## config.mk

```make
export PLATFORM = sky130hd
export DESIGN_NAME = k_of_n_detector
export DESIGN_NICKNAME = d
export VERILOG_FILES = /design/src/rtl/k_of_n_pkg.sv /design/src/rtl/popcount_n.sv /design/src/rtl/k_of_n_detector.sv
export SDC_FILE = /design/constraint.sdc
export NUM_CORES = 1
export LEC_CHECK = 0
export BUFFER_PORTS_ARGS = -buffer_cell sky130_fd_sc_hd__clkbuf_2
export CAP_MARGIN = 20
export CORE_ASPECT_RATIO = 1.4
export CORE_MARGIN = 5
export CORE_UTILIZATION = 35
export CTS_BUF_LIST = sky130_fd_sc_hd__clkbuf_16
export DETAILED_ROUTE_END_ITERATION = 10
export GPL_ROUTABILITY_DRIVEN = 0
export SYNTH_ARGS = -nofsm -noshare
export SYNTH_HDL_FRONTEND = slang
export SYNTH_SLANG_ARGS = --single-unit
```

## constraint.sdc

```tcl
create_clock -name clk -period 5.8 [get_ports clk]
set_input_delay 0.29 -clock clk [delete_from_list [all_inputs] [get_ports clk]]
set_output_delay 0.29 -clock clk [all_outputs]
set_load 0.01 [all_outputs]
```

## src/rtl/k_of_n_pkg.sv

```systemverilog
// Shared types and width helpers for the k-of-n detector.
package k_of_n_pkg;

  typedef enum logic [1:0] {
    IDLE   = 2'd0,
    ARM    = 2'd1,
    ACTIVE = 2'd2,
    DROP   = 2'd3
  } state_t;

  // Width needed to hold a count of 0..n set bits.
  function automatic int unsigned popcnt_w(int unsigned n);
    return (n < 1) ? 1 : $clog2(n + 1);
  endfunction

  // Width needed for the run counter to reach hold.
  function automatic int unsigned run_w(int unsigned hold);
    return (hold < 1) ? 1 : $clog2(hold + 1);
  endfunction

endpackage

```

## src/rtl/popcount_n.sv

```systemverilog
// Combinational population count of an N-bit vector.
module popcount_n #(
  parameter int unsigned N = 3,
  parameter int unsigned W = 2
) (
  input  logic [N-1:0] data,
  output logic [W-1:0] count
);

  always_comb begin
    count = '0;
    for (int i = 0; i < N; i++) begin
      count = count + W'(data[i]);
    end
  end

endmodule

```

## src/rtl/k_of_n_detector.sv

```systemverilog
// K-of-N hit detector with a hysteresis debouncer and saturating onset counter.
module k_of_n_detector
  import k_of_n_pkg::*;
#(
  parameter int unsigned N     = 3,
  parameter int unsigned K     = 2,
  parameter int unsigned HOLD  = 4,
  parameter int unsigned CNT_W = 8
) (
  input  logic                     clk,
  input  logic                     rst_n,
  input  logic                     clr,
  input  logic                     in_val,
  input  logic [N-1:0]             in_data,
  output logic [popcnt_w(N)-1:0]   popcnt,
  output logic                     detect,
  output logic                     stable,
  output logic                     rise,
  output logic [CNT_W-1:0]         onsets
);

  localparam int unsigned PW = popcnt_w(N);
  localparam int unsigned RW = run_w(HOLD);

  if (N < 1 || K > N || HOLD < 1) begin : g_param_err
    $error("k_of_n_detector: illegal parameters N=%0d K=%0d HOLD=%0d", N, K, HOLD);
  end

  logic [PW-1:0] pop_c;
  logic          hit_c;
  logic          s_val;

  popcount_n #(.N(N), .W(PW)) u_pop (
    .data  (in_data),
    .count (pop_c)
  );

  // K=0 makes every sample a hit; avoids a constant unsigned compare.
  if (K == 0) begin : g_k0
    assign hit_c = 1'b1;
  end else begin : g_kn
    assign hit_c = (pop_c >= PW'(K));
  end

  // Stage 1: sample register.
  always_ff @(posedge clk or negedge rst_n) begin
    if (!rst_n) begin
      popcnt <= '0;
      detect <= 1'b0;
      s_val  <= 1'b0;
    end else if (clr) begin
      popcnt <= '0;
      detect <= 1'b0;
      s_val  <= 1'b0;
    end else if (in_val) begin
      popcnt <= pop_c;
      detect <= hit_c;
      s_val  <= 1'b1;
    end else begin
      s_val  <= 1'b0;
    end
  end

  // Stage 2: hysteresis FSM.
  state_t           state, state_d;
  logic [RW-1:0]    run_cnt, run_d;
  logic             stable_d, rise_d;
  logic [CNT_W-1:0] onsets_d;

  always_ff @(posedge clk or negedge rst_n) begin
    if (!rst_n) begin
      state   <= IDLE;
      run_cnt <= '0;
      stable  <= 1'b0;
      rise    <= 1'b0;
      onsets  <= '0;
    end else if (clr) begin
      state   <= IDLE;
      run_cnt <= '0;
      stable  <= 1'b0;
      rise    <= 1'b0;
      onsets  <= '0;
    end else begin
      state   <= state_d;
      run_cnt <= run_d;
      stable  <= stable_d;
      rise    <= rise_d;
      onsets  <= onsets_d;
    end
  end

  always_comb begin
    state_d  = state;
    run_d    = run_cnt;
    rise_d   = 1'b0;
    onsets_d = onsets;
    if (s_val) begin
      unique case (state)
        IDLE: begin
          if (detect) begin
            run_d = RW'(1);
            if (HOLD == 1) begin
              state_d = ACTIVE;
              rise_d  = 1'b1;
            end else begin
              state_d = ARM;
            end
          end
        end
        ARM: begin
          if (detect) begin
            if (run_cnt + RW'(1) == RW'(HOLD)) begin
              state_d = ACTIVE;
              run_d   = '0;
              rise_d  = 1'b1;
            end else begin
              run_d = run_cnt + RW'(1);
            end
          end else begin
            run_d   = '0;
            state_d = IDLE;
          end
        end
        ACTIVE: begin
          if (!detect) begin
            run_d   = RW'(1);
            state_d = (HOLD == 1) ? IDLE : DROP;
          end
        end
        DROP: begin
          if (!detect) begin
            if (run_cnt + RW'(1) == RW'(HOLD)) begin
              state_d = IDLE;
              run_d   = '0;
            end else begin
              run_d = run_cnt + RW'(1);
            end
          end else begin
            run_d   = '0;
            state_d = ACTIVE;
          end
        end
        default: state_d = IDLE;
      endcase
    end
    if (rise_d && (onsets != '1)) begin
      onsets_d = onsets + CNT_W'(1);
    end
    stable_d = (state_d == ACTIVE) || (state_d == DROP);
  end

endmodule

```

Yosys cells after proc, flatten, opt, wreduce, memory -nomap -nowiden
Index checks and enable logic that the tools add are counted.
- mux-type cells: 31
- reduce and logical (&&, ||, !) cells: 7
- equality and inequality tests: 9
- magnitude comparators: 1
- add/sub/neg operators: 4
- operator list (operator ; number):
    two-way mux 3 bit ; 7
    two-way mux 2 bit ; 10
    two-way mux 8 bit ; 2
    one-hot mux 3 bit (4 select lines) ; 1
    two-way mux 1 bit ; 10
    adder 8 x 1 -> 8 bit (second input constant) ; 1
    equality test 2 bit (second input constant) ; 4
    != test 8 bit (second input constant) ; 1
    one-hot mux 2 bit (4 select lines) ; 1
    != test 3 bit (second input constant) ; 2
    nonzero test 2 bit ; 3
    adder 3 x 1 -> 3 bit (second input constant) ; 1
    equality test 3 bit (second input constant) ; 1
    AND reduction 3 bit ; 1
    adder 1 x 1 -> 2 bit ; 1
    adder 2 x 1 -> 2 bit ; 1
    equality test 2 x 1 -> 1 bit (second input constant) ; 1
    greater-or-equal comparator 2 bit (second input constant) ; 1
    logical NOT 2 bit ; 1
    logical AND 1 bit ; 1
    logical OR 1 bit ; 1
- bits of input ports: 7
- output and inout bits: 13
- flip-flop bits (word level): 19
- logic and storage cells: 60

Depth between registers and ports, before layout
- depth in word-level cells: 9
- depth in mapped cells: 7
- mapped depth without buffers: 5

Cells and area by module
From an unflattened synthesis, not the netlist that was laid out.
- cells, all modules: 98
- area, all modules: 974.7 um2
- modules (own cells, without submodules) (module ; area each (um2) ; times used ; cells an instance):
    k_of_n_detector ; 954.7 ; 1 ; 97
    popcount_n ; 20.0 ; 1 ; 1

Least setup slack after synthesis
No wires, ideal clock.
- path kind: register to register
- from: register run_cnt[0]
- to: register onsets[2]
- required time: 5.660 ns
- library setup time: 0.140 ns
- arrival: 1.973 ns
- stages on the path, launching flop included: 8
- buffers on the path: 2
- slack: 3.687 ns
- cell sequence: dfrtp_1 -> ha_1 -> xnor2_1 -> or4b_1 -> buf_2 -> buf_2 -> o311ai_0 -> o41ai_1
- word-level cells in the longest chain between the ends: 8
- ends and longest elaborated chain (item ; RTL line ; text):
    from (decl) ; k_of_n_detector.sv:66 ; logic [RW-1:0] run_cnt, run_d;
    from (signal assigned) ; k_of_n_detector.sv:85 ; run_cnt <= run_d;
    adder 3 x 1 -> 3 bit ; k_of_n_detector.sv:112 ; if (run_cnt + RW'(1) == RW'(HOLD)) begin
    equality test 3 bit ; k_of_n_detector.sv:112 ;
    two-way mux 1 bit ; k_of_n_detector.sv:112 ;
    two-way mux 1 bit ; k_of_n_detector.sv:111 ; if (detect) begin
    two-way mux 1 bit ; k_of_n_detector.sv:98 ; unique case (state)
    two-way mux 1 bit ; k_of_n_detector.sv:97 ; if (s_val) begin
    logical AND 1 bit ; k_of_n_detector.sv:146 ; if (rise_d && (onsets != '1)) begin
    nonzero test 2 bit (no line) ; -- ;
    to (signal assigned) ; k_of_n_detector.sv:88 ; onsets <= onsets_d;
    to (decl) ; k_of_n_detector.sv:19 ; output logic [CNT_W-1:0] onsets
Every way passes these cells.
A chain may end at the register's enable or synchronous reset.

Final worst setup path
- from: register run_cnt[0]
- to: register onsets[5]
The elaborated chain is that of the path after synthesis.

==> out/qor.csv <==
stage,metric,value,unit
clocking,cts_sinks,18,
global_routing,grt_max_degree,19,
timing,fin_skew,0.00150,ns
logic_synthesis,seq_area_frac_synth,47.9,%
logic_synthesis,yosys.area_share.simple,17.8,%
timing,slew_headroom,68.6,%
worst_hold_path,hold_path.class,primary input to asynchronous set/reset pin,
pwr,p_total,282,uW
timing,maxSlewViolCount,0,
critical_path,ff2ff_setup_slack,3.38,ns
logic_synthesis,ys.flop_type,dfrtp_1,
logic_synthesis,synthArstFlopShare,100,%
floorplan,initial_core_util,35.9,%
clocking,cts.clk_slew.worst_paths,0.05,ns
floorplan,num_io_pins,20,
cells_and_area,final_cell_mix,"clkbuf_2 (19), dfrtp_1 (18), a21oi_1 (11)",
drt,drt-initial-drc-count,32,
pwr,vdd_drop_max,0.149,mV
critical_path,crit_fanout,16,
logic_synthesis,synthCells,96,
floorplan,die_width,53.8,um
cells_and_area,antenna_cells,0,
cells_and_area,drive_gt1_share,19.6,%
global_routing,grt_pass1_vias,763,
critical_path,crit_required,5.97,ns
clocking,ctsResizeCount,0,
pwr,seqPwrFrac,46.2,%
timing,hold_viol_final,18,
logic_synthesis,avgSynthCellArea,9.79,sq um
floorplan,die_area,3840,sq um
drt,drtPass1Iterations,4,
drt,wl,2060,um
timing,finalSetupViolations,0,
global_routing,grt_antenna_before_repair,0,
outcome,status,finished with violations,
pwr,powerDensity,250,nW/um^2
clocking,cts_setup_buffers,0,
placement,dpl.hpwl,1430,um
pwr,power_frac_clock,48.6,%
timing,max_freq,413,MHz
drt,via_count,799,
logic_synthesis,synth-edff-count,0,
cells_and_area,fillers,255,
clocking,cts.path.max_buffers,2,
pwr,p_sw,58.2,uW
logic_synthesis,muxShareOfSynthArea,3.20,%
critical_path,arrival,2.59,ns
clocking,numCtsBuffers,3,
logic_synthesis,synth_top_family_by_area,compound AO/OA/AOI/OAI gates,
critical_path,ff2ff_path_depth,5,
global_routing,grt_overflow,0,
logic_synthesis,synth_top_cell_area_share,47.9,%
logic_synthesis,syn_nets,107,
outcome,violations,negative hold slack,
logic_synthesis,yosysTopAreaCell,dfrtp_1,
drt,wl_per_cell,13.9,um
floorplan,die-height,71.3,um
clocking,worstSkewPairLatency,0.25,ns
cells_and_area,nets,125,
clocking,cts_root_buf,clkbuf_16,
drt,drc,0,
logic_synthesis,synth_adder_area_share,6.13,%
critical_path,worstSetupEndpointType,flip-flop,
critical_path,crit_type,flip-flop to flip-flop,
logic_synthesis,synth_seq_cells,18,
timing,finalCriticalPeriod,2.42,ns
run,maxCapViolations,0,
logic_synthesis,synth_warnings,0,
logic_synthesis,synth.distinct_cells,30,
cells_and_area,mostFrequentLayoutCell,clkbuf_2,
global_routing,grt_pass1_wl,3480,um
pwr,switching_share,20.7,%
logic_synthesis,synth_compound_area_share,18.2,%
pwr,internal-power,223,uW
cells_and_area,postLayoutCoreUtil,43.0,%
timing,hold_ws,-0.0150,ns
placement,io_buffers,19,
global_routing,grt_use_total,12.2,%
timing,rsz0062_at_grt,no,
floorplan,core_area,2620,sq um
timing,min_period_over_period,41.8,%
pwr,p_comb_share,5.2,%
drt,viasPerCell,5.40,
critical_path,cp-start-kind,flip-flop,
clocking,cts_hold_buf,0,
logic_synthesis,synth_xor_area_share,1.86,%
clocking,cts_tree,yes,
logic_synthesis,synth.area.top_cells,"dfrtp_1 (48%), a21oi_1 (5.9%), ha_1 (4.0%)",
pwr,p_leak,0.000495,uW
clocking,h-tree-depth,1,
floorplan,rows,22,
logic_synthesis,syn_area,940,sq um
drt,drt.antenna.violating_nets,0,
cells_and_area,syn2layout_area_growth,19.7,%
timing,worstMarginPinSlew,0.471,ns
timing,fin_setup_tns,0,ns
## logic make-up after synthesis
kind of cell,after synthesis
mux,3
compound gates,28
xor+xnor,2
buf+inv,10
fa+ha+maj,4
simple gates,31
flops,18
## power by group through the flow
stage / sequential [uW] / clock [uW] / combinational [uW]
3_3_place_gp: 132 / 0 / 14.8
3_5_place_dp: 132 / 0 / 15.0
4_1_cts: 130 / 139 / 15.1
5_1_grt: 130 / 147 / 17.0
6_report: 130 / 137 / 14.6
2_1_floorplan: 132 / 0 / 7.94
## metrics by stage
stage	setup WS, ns	cells	instance area (sq um)
after floorplan	3.69	96	940
after global placement	3.48	145	1050
after detailed placement	3.42	145	1050
after CTS	3.40	148	1120
after global routing	3.25	148	1120
final	3.38	148	1120
## registers in the layout, summed over array words and instances (netlist names)
name,count
s_val,1
onsets,8
run_cnt,3
popcnt,2
state,2
stable,1
rise,1
## layer usage
metal  track usage, %  part of all wire, %  vias up
li1                 -                    -      387
met1             15.4                   42      394
met2             19.0                   52       13
met3             2.29                  3.5        5
met4             6.53                  2.3        0
met5                0                    0        -
## path summary, 6_finish.rpt
kind                                        start                    end
max                        run_cnt[0]$_DFFE_PN0P_  onsets[5]$_DFFE_PN0P_
min                                         rst_n       stable$_DFF_PN0_
max reg2reg                run_cnt[0]$_DFFE_PN0P_  onsets[5]$_DFFE_PN0P_
min reg2reg                 popcnt[0]$_DFFE_PN0P_  popcnt[0]$_DFFE_PN0P_
max in group asynchronous                   rst_n  onsets[3]$_DFFE_PN0P_
min in group clk                           in_val        s_val$_DFF_PN0_
## Yosys cell counts, types with 2 or more instances
| cell type | n |
|---|---|
| or4_1 | 3 |
| nand4_1 | 2 |
| dfrtp_1 | 18 |
| o311ai_0 | 2 |
| inv_1 | 4 |
| nand3_1 | 6 |
| mux2i_1 | 3 |
| o41ai_1 | 2 |
| o31ai_1 | 3 |
| nor2_1 | 6 |
| or3_1 | 2 |
| ha_1 | 3 |
| buf_2 | 3 |
| clkbuf_1 | 2 |
| a21oi_1 | 11 |
| nand2_1 | 6 |
| o21ai_0 | 7 |
## layout make-up
type	instances	area, sq um	share of cell area (%)
Sequential cell	18	450	40.0
Multi-Input combinational cell	68	444	39.5
Timing Repair Buffer	19	95.1	8.45
Clock buffer	3	75.1	6.67
Tap cell	36	45.0	4.00
Inverter	4	15.0	1.33
## critical path: stages (launching register included)
cell and delay [ns]:
dfrtp_1 0.41, ha_1 0.25, xnor2_1 0.18, or4b_1 0.77
or4_1 0.58, a21oi_1 0.15
(Power assumes the default switching activity.)
